<file path="config.mk">
export PLATFORM = sky130hd
export DESIGN_NAME = bisr_fault_log
export DESIGN_NICKNAME = d
export VERILOG_FILES = /design/src/rtl/bisr_fault_log.sv
export SDC_FILE = /design/constraint.sdc
export NUM_CORES = 1
export LEC_CHECK = 0
export ABC_AREA = 1
export BUFFER_PORTS_ARGS = -buffer_cell sky130_fd_sc_hd__buf_2
export CORE_ASPECT_RATIO = 0.75
export CORE_MARGIN = 4
export CORE_UTILIZATION = 35
export DETAILED_ROUTE_END_ITERATION = 6
export PLACE_DENSITY_LB_ADDON = 0.12
export SETUP_SLACK_MARGIN = 0.02
export SLEW_MARGIN = 20
export SYNTH_ARGS = -nofsm -noshare
export SYNTH_HDL_FRONTEND = slang
export SYNTH_SLANG_ARGS = --single-unit
</file>
<file path="constraint.sdc">
create_clock -name CLK -period 2.3 [get_ports CLK]
set_input_delay 0.23 -clock CLK [delete_from_list [all_inputs] [get_ports CLK]]
set_output_delay 0.23 -clock CLK [all_outputs]
set_load 0.1 [all_outputs]
</file>
<file path="src/rtl/bisr_fault_log.sv">
// bisr_fault_log: logs BIST compare-fail addresses into a spare-entry file and serves remap lookups.
// Latency: a capture is visible one cycle after FAIL_VLD, and LKUP_HIT/LKUP_IDX/DUMP_ADDR are registered (1 cycle).
// Backpressure: none; every FAIL_VLD strobe is handled in its own cycle, and strobes beyond capacity raise REPAIR_FAIL.
//
// Ports:
//   CLK, RST (sync, active-high)      clock and reset
//   LOG_EN, FAIL_VLD, FAIL_ADDR       BIST session enable and fail strobe with its address
//   LOG_CLR                           clears all entries and flags (highest priority)
//   LKUP_ADDR -> LKUP_HIT, LKUP_IDX   registered remap lookup (lowest matching index wins)
//   SPARE_USED, REPAIR_FAIL, REPAIR_RDY  usage count, sticky overflow, repair-ready status
//   DUMP_IDX -> DUMP_ADDR             registered entry readback (0 when the entry is invalid)
// Optional feature: define BISR_DEDUP_EN to drop repeat fault addresses instead of consuming entries.
module bisr_fault_log #(
  parameter int ADDR_W  = 16,
  parameter int SPARE_N = 8,
  localparam int IDX_W  = $clog2(SPARE_N)
) (
  input  logic              CLK,
  input  logic              RST,
  input  logic              LOG_EN,
  input  logic              FAIL_VLD,
  input  logic [ADDR_W-1:0] FAIL_ADDR,
  input  logic              LOG_CLR,
  input  logic [ADDR_W-1:0] LKUP_ADDR,
  output logic              LKUP_HIT,
  output logic [IDX_W-1:0]  LKUP_IDX,
  output logic [IDX_W:0]    SPARE_USED,
  output logic              REPAIR_FAIL,
  output logic              REPAIR_RDY,
  input  logic [IDX_W-1:0]  DUMP_IDX,
  output logic [ADDR_W-1:0] DUMP_ADDR
);

  typedef enum logic [1:0] {IDLE, COLLECT, FULL, LOCK} state_t;

  state_t              state, state_nxt;
  logic [ADDR_W-1:0]   entry [SPARE_N];
  logic [SPARE_N-1:0]  valid;
  logic                cap_wr;
  logic                set_fail;
  logic                fail_dup;
  logic                log_full;
  logic                lk_hit;
  logic [IDX_W-1:0]    lk_idx;
  logic [IDX_W-1:0]    wr_idx;

  // Fill pointer equals the usage count; only its low bits are used when not full.
  assign log_full = (SPARE_USED == (IDX_W+1)'(SPARE_N));
  assign wr_idx   = SPARE_USED[IDX_W-1:0];

`ifdef BISR_DEDUP_EN
  // A repeat of any valid entry (including one written last cycle) is dropped.
  always_comb begin
    fail_dup = 1'b0;
    for (int i = 0; i < SPARE_N; i++) begin
      if (valid[i] && (entry[i] == FAIL_ADDR)) fail_dup = 1'b1;
    end
  end
`else
  assign fail_dup = 1'b0;
`endif

  // Parallel lookup; scanning downward lets the lowest matching index win.
  always_comb begin
    lk_hit = 1'b0;
    lk_idx = '0;
    for (int i = SPARE_N-1; i >= 0; i--) begin
      if (valid[i] && (entry[i] == LKUP_ADDR)) begin
        lk_hit = 1'b1;
        lk_idx = IDX_W'(i);
      end
    end
  end

  always_comb begin
    state_nxt = state;
    cap_wr    = 1'b0;
    set_fail  = 1'b0;
    case (state)
      IDLE: begin
        if (LOG_EN) state_nxt = COLLECT;
      end
      COLLECT: begin
        if (FAIL_VLD && !fail_dup) begin
          if (log_full) begin
            set_fail  = 1'b1;
            state_nxt = FULL;
          end else begin
            cap_wr = 1'b1;
          end
        end
        // Session end wins over the overflow transition; the strobe itself is still honoured.
        if (!LOG_EN) state_nxt = LOCK;
      end
      FULL: begin
        if (!LOG_EN) state_nxt = LOCK;
      end
      LOCK: begin
        if (LOG_EN) state_nxt = COLLECT;
      end
      default: state_nxt = IDLE;
    endcase
    if (LOG_CLR) begin
      state_nxt = IDLE;
      cap_wr    = 1'b0;
      set_fail  = 1'b0;
    end
  end

  always_ff @(posedge CLK) begin
    if (RST) begin
      state       <= IDLE;
      valid       <= '0;
      SPARE_USED  <= '0;
      REPAIR_FAIL <= 1'b0;
      REPAIR_RDY  <= 1'b0;
      LKUP_HIT    <= 1'b0;
      LKUP_IDX    <= '0;
      DUMP_ADDR   <= '0;
      for (int i = 0; i < SPARE_N; i++) entry[i] <= '0;
    end else begin
      state <= state_nxt;
      if (LOG_CLR) begin
        // Entry addresses are left in place; clearing the valid bits hides them everywhere.
        valid       <= '0;
        SPARE_USED  <= '0;
        REPAIR_FAIL <= 1'b0;
        REPAIR_RDY  <= 1'b0;
        LKUP_HIT    <= 1'b0;
        LKUP_IDX    <= '0;
        DUMP_ADDR   <= '0;
      end else begin
        if (cap_wr) begin
          entry[wr_idx] <= FAIL_ADDR;
          valid[wr_idx] <= 1'b1;
          SPARE_USED    <= SPARE_USED + 1'b1;
        end
        if (set_fail) REPAIR_FAIL <= 1'b1;
        REPAIR_RDY <= (state == LOCK) && !REPAIR_FAIL;
        LKUP_HIT   <= lk_hit;
        LKUP_IDX   <= lk_idx;
        DUMP_ADDR  <= valid[DUMP_IDX] ? entry[DUMP_IDX] : '0;
      end
    end
  end

endmodule

</file>
==> impl_metrics.tcl, run 1 <==
set metrics [dict create \
    outcome "complete, no violations" \
    setup_tns_ns 0 \
    vias 7965 \
    synth_cell_types 40 \
    finalInstanceArea_um2 10200 \
    cp.arrival_ns 2.13 \
    reg2reg_slack_ns 0.30 \
    root_buffer "clkbuf_16" \
    synth_top_cell_area_share 0.433 \
    initial_core_util 0.355 \
    maxCapViolCount 0 \
    synth_top_flop_cell "edfxtp_1" \
    routed_wl_um 37600 \
    intPower_w 0.00519 \
    cp.depth 12 \
    route.detailed.drc 0 \
    synth_common_cells "212 x nor2_1, 174 x nand2_1, 128 x edfxtp_1, 107 x inv_1, 101 x o21ai_0" \
    drt_iter0_markers 1374 \
    ys_ff_latch 164 \
    rows 50 \
    core_um2 25000 \
    synthesis.nets 1113 \
    instances_no_fill 1477 \
    p_sw_w 0.00199 \
    die-area_um2 28000 \
    h-tree-depth 4 \
    grt_antenna_before_repair 0 \
    diodes 0 \
    dp.cells 1444 \
    tightest_slew_ns 0.841 \
    ys_top_cells_by_area "edfxtp_1 43%, nor2_1 9.0%, dfxtp_1 8.1%" \
    area_growth_pct 14.8 \
    cp_top_family "buffers and inverters" \
    grt.overflow.total 0 \
    io_buffer_count 65 \
    skew_ns 0.00871 \
    hold_depth 3 \
    fmax_mhz 501 \
    min_path_type "in -> reg" \
    synth_edf_count 128 \
    avgSynthCellArea_um2 8.31 \
    syn_area_um2 8870 \
    wl_per_cell_um 25.5 \
    synthCells 1067 \
    start_kind "flip-flop" \
    cpMostUsedCell "nor2_2" \
    drive_gt1_frac 0.150 \
    path_max_fanout 16 \
    crit_type "reg -> reg" \
    drt_first_pass_iters 5 \
    yosys.area.top_type "edfxtp_1" \
    numCtsBuffers 17 \
    grt_usage 0.269 \
    gp_congestion 1.01 \
    relSlewSlack 0.433 \
    rr_startpoint "SPARE_USED[0]" \
    critPathMaxStageDelay_ns 0.37 \
    die_w_um 192 \
    synth.most_common_cell "nor2_1" \
    path_buf_inv 5 \
    cts_tree "built" \
    slew_viol_final 0 \
    min_period_ns 2.00 \
    grt_pass1_wl_um 52400 \
    fin_nets 1172 \
    post_cts_resized 0 \
    die_y_um 146 \
    crit_chain "inv_1 -> ha_1 -> nand2_1 -> nor2_2 -> inv_2 -> nand4_4 -> nor2_2 -> inv_2 -> nor2_2 -> inv_1 -> nand2_1 -> buf_4" \
    fin_crit_sh 0.868 \
    pwr-share-clk 0.406 \
    place_hpwl_um 26800 \
    synthArstFlopShare 0 \
    drt.antenna.violating_nets 0 \
    grt_setup_unrepaired "false" \
    grt_max_degree 54 \
    required_ns 2.43 \
    power.share.sequential 0.469 \
    cts_sinks 164 \
    cp_slowest_cell "dfxtp_4" \
    hold_slack_ns 0.159 \
    netSwitchingFraction 0.277 \
    path_clk_slew_ns 0.06 \
    worst_r2r_path_depth 12 \
    pwr_density_cell_nw_per_um2 705 \
    grt_pass1_vias 7257 \
    clkLatencyLatePin_ns 0.45 \
    peakVddDrop_mv 0.528 \
    holdCritStartpoint "FAIL_VLD" \
    combinationalPowerShare 0.125 \
    setup_viol 0 \
    hold_end "SPARE_USED[1]" \
    vias_per_cell 5.39 \
    place_area_um2 9600 \
    ys_seq_area_frac 0.515 \
    io_pins 66 \
    end_kind "flip-flop" \
    hold_viol 0 \
    timing.rr.end "entry[1][5]" \
    cts_buffer_depth 2 \
    power.leakage_nw 4.23 \
    yosysWarnings 0 \
]
-- per-stage QoR --
stage / util / worst slack [ns] / total power [W]
after CTS: 0.408 / 0.313 / 0.00718
after global routing: 0.408 / 0.193 / 0.00737
after global placement: 0.384 / 0.337 / 0.00430
after floorplan: - / 0.0247 / 0.00390
final: 0.408 / 0.304 / 0.00718
after detailed placement: 0.384 / 0.324 / 0.00429
-- registers in the layout, indices dropped and copies added (netlist names) --
| name | flops |
|---|---|
| valid | 8 |
| DUMP_ADDR | 16 |
| LKUP_IDX | 3 |
| REPAIR_FAIL | 1 |
| SPARE_USED | 4 |
| state | 2 |
| LKUP_HIT | 1 |
| REPAIR_RDY | 1 |
| entry | 128 |
-- tightest hold or removal path: stages --
cell and delay (ns):
buf_2 0.13, nand4_4 0.12, a21oi_1 0.08
-- cells in the final DEF, fill, tap and decap left out, types with 3 or more instances in the layout --
cell type	synthesis	layout
bufinv_16	0	3
nand2_2	9	9
o21ai_0	101	101
xor2_1	29	29
or2_2	4	4
o22ai_1	41	41
edfxtp_1	128	128
dfxtp_1	36	32
o21ai_1	4	4
ha_1	6	6
nand4_1	9	9
buf_12	0	5
buf_2	17	65
xnor2_1	5	5
nand2_1	174	172
nand3_1	13	13
nor2_2	12	12
clkbuf_16	0	17
clkinvlp_4	0	3
nand3_2	3	3
clkbuf_1	13	3
clkinv_1	1	5
inv_1	107	107
a21oi_1	81	81
nor2_1	212	212
inv_2	14	14
buf_4	11	21
nor3_1	5	5
-- power groups by stage --
stage                     sequential (W)  clock, W  combinational (W)
after floorplan                  0.00344         0           0.000465
after global placement           0.00343         0           0.000870
after detailed placement         0.00342         0           0.000865
after CTS                        0.00336   0.00295           0.000871
after global routing             0.00337   0.00305           0.000951
final                            0.00336   0.00292           0.000899
-- how the worst max path moves through the flow --
stage,from,to,slack (ns)
floorplan,SPARE_USED[0],entry[6][0],0.02
global placement,SPARE_USED[0],entry[1][3],0.34
detailed placement,SPARE_USED[0],entry[1][3],0.32
CTS,SPARE_USED[0],entry[1][6],0.31
global route,SPARE_USED[0],entry[3][14],0.19
finish,SPARE_USED[0],entry[1][5],0.30
-- what timing repair did --
item | CTS | global route
setup buffers | 0 | 0
hold buffers | 1 | 0
endpoints found under the setup margin | 0 | 0
endpoints found under the hold margin | 1 | 0
-- area by class of cell --
cell class                      instances  area [um2]
Sequential cell                       164        4570
Clock inverter                         12         138
Clock buffer                           20         437
Multi-Input combinational cell        729        3560
Tap cell                              338         423
Timing Repair Buffer                   92         593
Inverter                              122         458
Fill cell                            2584       14800
-- logic make-up after synthesis --
family	Yosys count	share of synthesized area
AND/OR/NAND/NOR	449	0.210
AO/OA/AOI/OAI	240	0.148
buffers and inverters	174	0.0858
flip-flops	164	0.515
XOR/XNOR	34	0.0336
adder cells (fa/ha/maj)	6	0.00846
-- per-layer routing --
layer | global-route usage | part of all wire | vias to the layer above
li1 | - | - | 3650
met1 | 0.442 | 0.47 | 3740
met2 | 0.330 | 0.37 | 528
met3 | 0.0904 | 0.14 | 47
met4 | 0.0610 | 0.018 | 0
met5 | 0 | 0 | -
No activity file was read; power rests on OpenSTA's default activity.
==> run 2: changes to the inputs <==
MAX_ROUTING_LAYER = met4   (was unset)
==> run 2 against run 1 <==
Cell count increased by 0.41%. Via count increased by 1.3%. Flip-flop and latch count unchanged. Critical endpoint is now entry[3][15]. Largest cell class unchanged. Largest power group unchanged. Highest routed layer unchanged.
==> impl_metrics.tcl, run 2 (synthesis results as in run 1) <==
set metrics [dict create \
    grt_pass1_vias 7218 \
    cts_hold_buf 1 \
    vias_per_cell 5.44 \
    fillers 2531 \
    initial_core_util 0.355 \
    area_growth_pct 14.5 \
    die-area_um2 28000 \
    fin_crit_sh 0.868 \
    power.leakage_nw 4.24 \
    relSlewSlack 0.474 \
    die_w_um 192 \
    min_path_type "in -> reg" \
    grt.overflow.total 0 \
    io_pins 66 \
    clkLatencyLatePin_ns 0.45 \
    peakVddDrop_mv 0.534 \
    dp.cells 1450 \
    grt_setup_unrepaired "false" \
    pwr_density_cell_nw_per_um2 696 \
    fin_nets 1178 \
    power_w 0.00707 \
    place_hpwl_um 27400 \
    reg2reg_slack_ns 0.30 \
    cts_setup_buffers 0 \
    final_common_cell "nor2_1" \
    cp.arrival_ns 2.13 \
    h-tree-depth 4 \
    rows 50 \
    grt_antenna_before_repair 0 \
    core_um2 25000 \
    post_cts_resized 0 \
    largest_reg_flops 128 \
    hold_viol 0 \
    instances_no_fill 1483 \
    fmax_mhz 501 \
    diodes 0 \
    drt_first_pass_iters 6 \
    end_kind "flip-flop" \
    grt_max_degree 43 \
    root_buffer "clkbuf_16" \
    slew_viol_final 0 \
    drt.antenna.violating_nets 0 \
    gp_congestion 1.04 \
    die_y_um 146 \
    required_ns 2.43 \
    largest-register "entry" \
    cts_tree "built" \
    routed_wl_um 37900 \
    setup_tns_ns 0 \
    outcome "complete, no violations" \
    drt_iter0_markers 1234 \
    start_kind "flip-flop" \
    final_cell_mix "212 x nor2_1, 172 x nand2_1, 128 x edfxtp_1" \
    grt_usage 0.278 \
    cts_buffer_depth 2 \
    min_period_ns 2.00 \
    crit_type "reg -> reg" \
    skew_ns 0.0143 \
    io_buffer_count 65 \
    setup_viol 0 \
    hold_slack_ns 0.157 \
    drive_gt1_frac 0.156 \
    wl_per_cell_um 25.6 \
    route.detailed.drc 0 \
    tightest_slew_ns 0.781 \
    numCtsBuffers 17 \
    vias 8071 \
    maxCapViolCount 0 \
    top_regs "entry x128, DUMP_ADDR x16, valid x8" \
    path_max_fanout 16 \
    path_clk_slew_ns 0.06 \
    grt_pass1_wl_um 53000 \
    cts_sinks 164 \
]
run 2: through the flow:
step | instance area (um2) | worst slack, ns | utilization
3_3_place_gp | 9590 | 0.323 | 0.384
5_1_grt | 10200 | 0.154 | 0.407
4_1_cts | 10200 | 0.300 | 0.407
3_5_place_dp | 9590 | 0.308 | 0.384
6_report | 10200 | 0.304 | 0.407
2_1_floorplan | 8890 | 0.0247 | -
run 2: routing by layer:
metal  wire (um)  GRT usage  share of wire
met1       18400      0.452           0.48
met2       14200      0.337           0.37
met3        4690     0.0727           0.12
met4         653     0.0585          0.017
met5           0          -              0
run 2: worst max-delay path, stage by stage, from the launching register on:
cell and delay [ns]:
dfxtp_4 0.37, inv_1 0.06, ha_1 0.19, nand2_1 0.07
nor2_2 0.05, inv_2 0.07, nand4_4 0.11, nor2_2 0.12
inv_2 0.10, nor2_2 0.17, inv_1 0.08, nand2_1 0.06
buf_4 0.23
run 2: path summary, 6_finish.rpt:
check | start | endpoint | depth (start not counted)
setup / recovery | SPARE_USED[0] | entry[3][15] | 12
hold / removal | FAIL_VLD | REPAIR_FAIL | 3
setup reg to reg | SPARE_USED[0] | entry[3][15] | 12
hold reg to reg | REPAIR_FAIL | REPAIR_FAIL | 2
run 2: where the power goes:
part | switching [W] | internal [W]
registers | 0.0000904 | 0.00328
clock network | 0.00123 | 0.00158
logic | 0.000667 | 0.000226
run 2: cell type report:
class,count,area [um2],area share
Clock buffer,21,440,0.0434
Inverter,122,458,0.0451
Tap cell,338,423,0.0416
Clock inverter,11,114,0.0112
Multi-Input combinational cell,729,3560,0.350
Sequential cell,164,4570,0.450
Timing Repair Buffer,98,588,0.0579
==> run 3: changes to the inputs <==
ABC_AREA = unset   (was 1)
==> run 3 against run 2 <==
Synthesized cell count down 36%. Critical endpoint is now LKUP_IDX[0]. Highest routed layer unchanged. First-iteration DRC count down 45%. Largest cell class unchanged. Flip-flop and latch count unchanged.
==> impl_metrics.tcl, run 3 <==
set metrics [dict create \
    outcome "complete, no violations" \
    grt.overflow.total 0 \
    slew_viol_final 0 \
    largest_reg_flops 128 \
    end_kind "flip-flop" \
    cp.arrival_ns 2.47 \
    gr-usage-met3 0.0578 \
    initial_core_util 0.357 \
    synth_common_cells "128 x and2_1, 128 x edfxtp_1, 102 x xnor2_1, 38 x nor2_1, 36 x dfxtp_1" \
    ys_ff_latch 164 \
    synth_cell_types 36 \
    yosys.area.top_type "edfxtp_1" \
    setup_viol 0 \
    grt_usage 0.220 \
    start_kind "flip-flop" \
    drive_gt1_frac 0.255 \
    top_usage_layer "met1" \
    ys_top_cells_by_area "edfxtp_1 45%, xnor2_1 10%, and2_1 9.3%" \
    hold_viol 0 \
    synthesis.nets 726 \
    wl_per_cell_um 25.4 \
    path_clk_slew_ns 0.07 \
    min_path_type "in -> reg" \
    gp_congestion 1.02 \
    cts_tree "built" \
    reg2reg_slack_ns 0.19 \
    grt_antenna_before_repair 2 \
    die_y_um 144 \
    instances_no_fill 1103 \
    die-area_um2 27100 \
    grt_max_degree 19 \
    rows 49 \
    power.leakage_nw 3.72 \
    clkLatencyLatePin_ns 0.44 \
    place_hpwl_um 20700 \
    fillers 2303 \
    final_cell_mix "128 x and2_1, 128 x edfxtp_1, 101 x xnor2_1" \
    power_w 0.00697 \
    met2_usage 0.311 \
    numCtsBuffers 17 \
    relSlewSlack 0.605 \
    min_period_ns 2.11 \
    core_um2 24000 \
    avgSynthCellArea_um2 12.6 \
    synth_top_flop_cell "edfxtp_1" \
    yosysWarnings 0 \
    top_regs "entry x128, DUMP_ADDR x16, valid x8" \
    grt_use_met1 0.317 \
    largest-register "entry" \
    vias_per_cell 5.13 \
    die_w_um 189 \
    crit_type "reg -> reg" \
    fin_crit_sh 0.919 \
    skew_ns 0.0124 \
    drt_iter0_markers 673 \
    grt_pass1_vias 5719 \
    fin_nets 803 \
    grt_pass1_wl_um 40800 \
    root_buffer "clkbuf_16" \
    pwr_density_cell_nw_per_um2 680 \
    grt_setup_unrepaired "false" \
    synth_edf_count 128 \
    crit_chain "xnor2_2 -> nand4_1 -> nor4_1 -> o2111ai_1 -> a21oi_1 -> o21bai_1 -> a21oi_1" \
    fmax_mhz 473 \
    synthCells 680 \
    vias 5654 \
    routed_wl_um 28100 \
    drt_first_pass_iters 5 \
    maxCapViolCount 0 \
    io_buffer_count 65 \
    route.detailed.drc 0 \
    cts_hold_buf 0 \
    synthArstFlopShare 0 \
    path_max_fanout 2 \
    peakVddDrop_mv 0.498 \
    io_pins 66 \
    ys_seq_area_frac 0.532 \
    cp_slowest_cell "edfxtp_1" \
    tightest_slew_ns 0.588 \
    fin_ws_ns 0.186 \
    syn_area_um2 8590 \
    dp_worst_setup_slack_ns 0.0269 \
    critPathMaxStageDelay_ns 0.43 \
    cpMostUsedCell "a21oi_1" \
    cp_top_family "compound AO/OA/AOI/OAI gates" \
    cts_buffer_depth 2 \
    area_growth_pct 19.3 \
    cts_sinks 164 \
    dp.cells 1065 \
    drt.antenna.violating_nets 0 \
    synth_top_cell_area_share 0.448 \
    path_buf_inv 0 \
    h-tree-depth 4 \
    required_ns 2.66 \
]
## run 3: changes by cell type in the layout (fill, tap and decap cells not counted), sizes merged, moves of 34 or more
cell and change:
o21ai -101, nand2 -161, nor2 -181, a21oi -71
mux4 +34, inv -111, xnor2 +97, and2 +128
o22ai -41
## run 3: path summary, 6_finish.rpt
kind	start	end	cells after the start
hold reg to reg	valid[4]	valid[4]	2
setup / recovery	entry[7][5]	LKUP_IDX[0]	7
hold / removal	RST	LKUP_IDX[0]	4
setup reg to reg	entry[7][5]	LKUP_IDX[0]	7
## run 3: power breakdown
| group | internal (W) | switching [W] |
|---|---|---|
| Sequential | 0.00326 | 0.0000714 |
| Combinational | 0.000284 | 0.000412 |
| Clock | 0.00171 | 0.00123 |
## run 3: through the flow
step	util	area [um2]	setup TNS [ns]	hold slack [ns]
2_1_floorplan	-	8720	-18.86	0.393
3_3_place_gp	0.398	9570	0	0.492
3_5_place_dp	0.398	9570	0	0.492
4_1_cts	0.423	10200	0	0.136
5_1_grt	0.426	10200	0	0.151
6_report	0.426	10200	0	0.161
## run 3: layer usage
layer,vias up,wire length (um)
met5,-,0
met4,0,354
met3,24,2020
met2,218,12200
met1,2856,13500
li1,2556,-
## run 3: kinds of logic after synthesis
family | count (synthesis) | share of synthesized area
muxes | 52 | 0.110
DFF | 164 | 0.532
AOI/OAI and AO/OA | 21 | 0.0134
buffers and inverters | 46 | 0.0243
xor gates and xnor gates | 131 | 0.134
and+or+nand+nor | 260 | 0.178
adders and majority gates | 6 | 0.00874
## run 3: area by class of cell
cell class | count | area (um2) | share of cell area
multi-input cells | 470 | 3900 | 0.381
clock inverters | 7 | 51.3 | 0.00501
diodes | 2 | 5.00 | 0.000489
inverters | 6 | 30.0 | 0.00293
repair buffers | 98 | 711 | 0.0694
clock buffers | 25 | 561 | 0.0547
flip-flops and latches | 164 | 4570 | 0.446
well taps | 331 | 414 | 0.0404
## run 3: tightest hold or removal path, stage by stage
cell and delay (ns):
buf_2 0.13, nor2_1 0.08, nand2_1 0.06, a21oi_1 0.05
## run 3: repair_timing
item / CTS / global route
buffers inserted: 0 / 4
resized for setup: 0 / 1
pin swaps: 1 / 3
setup endpoints to repair: 3 / 86
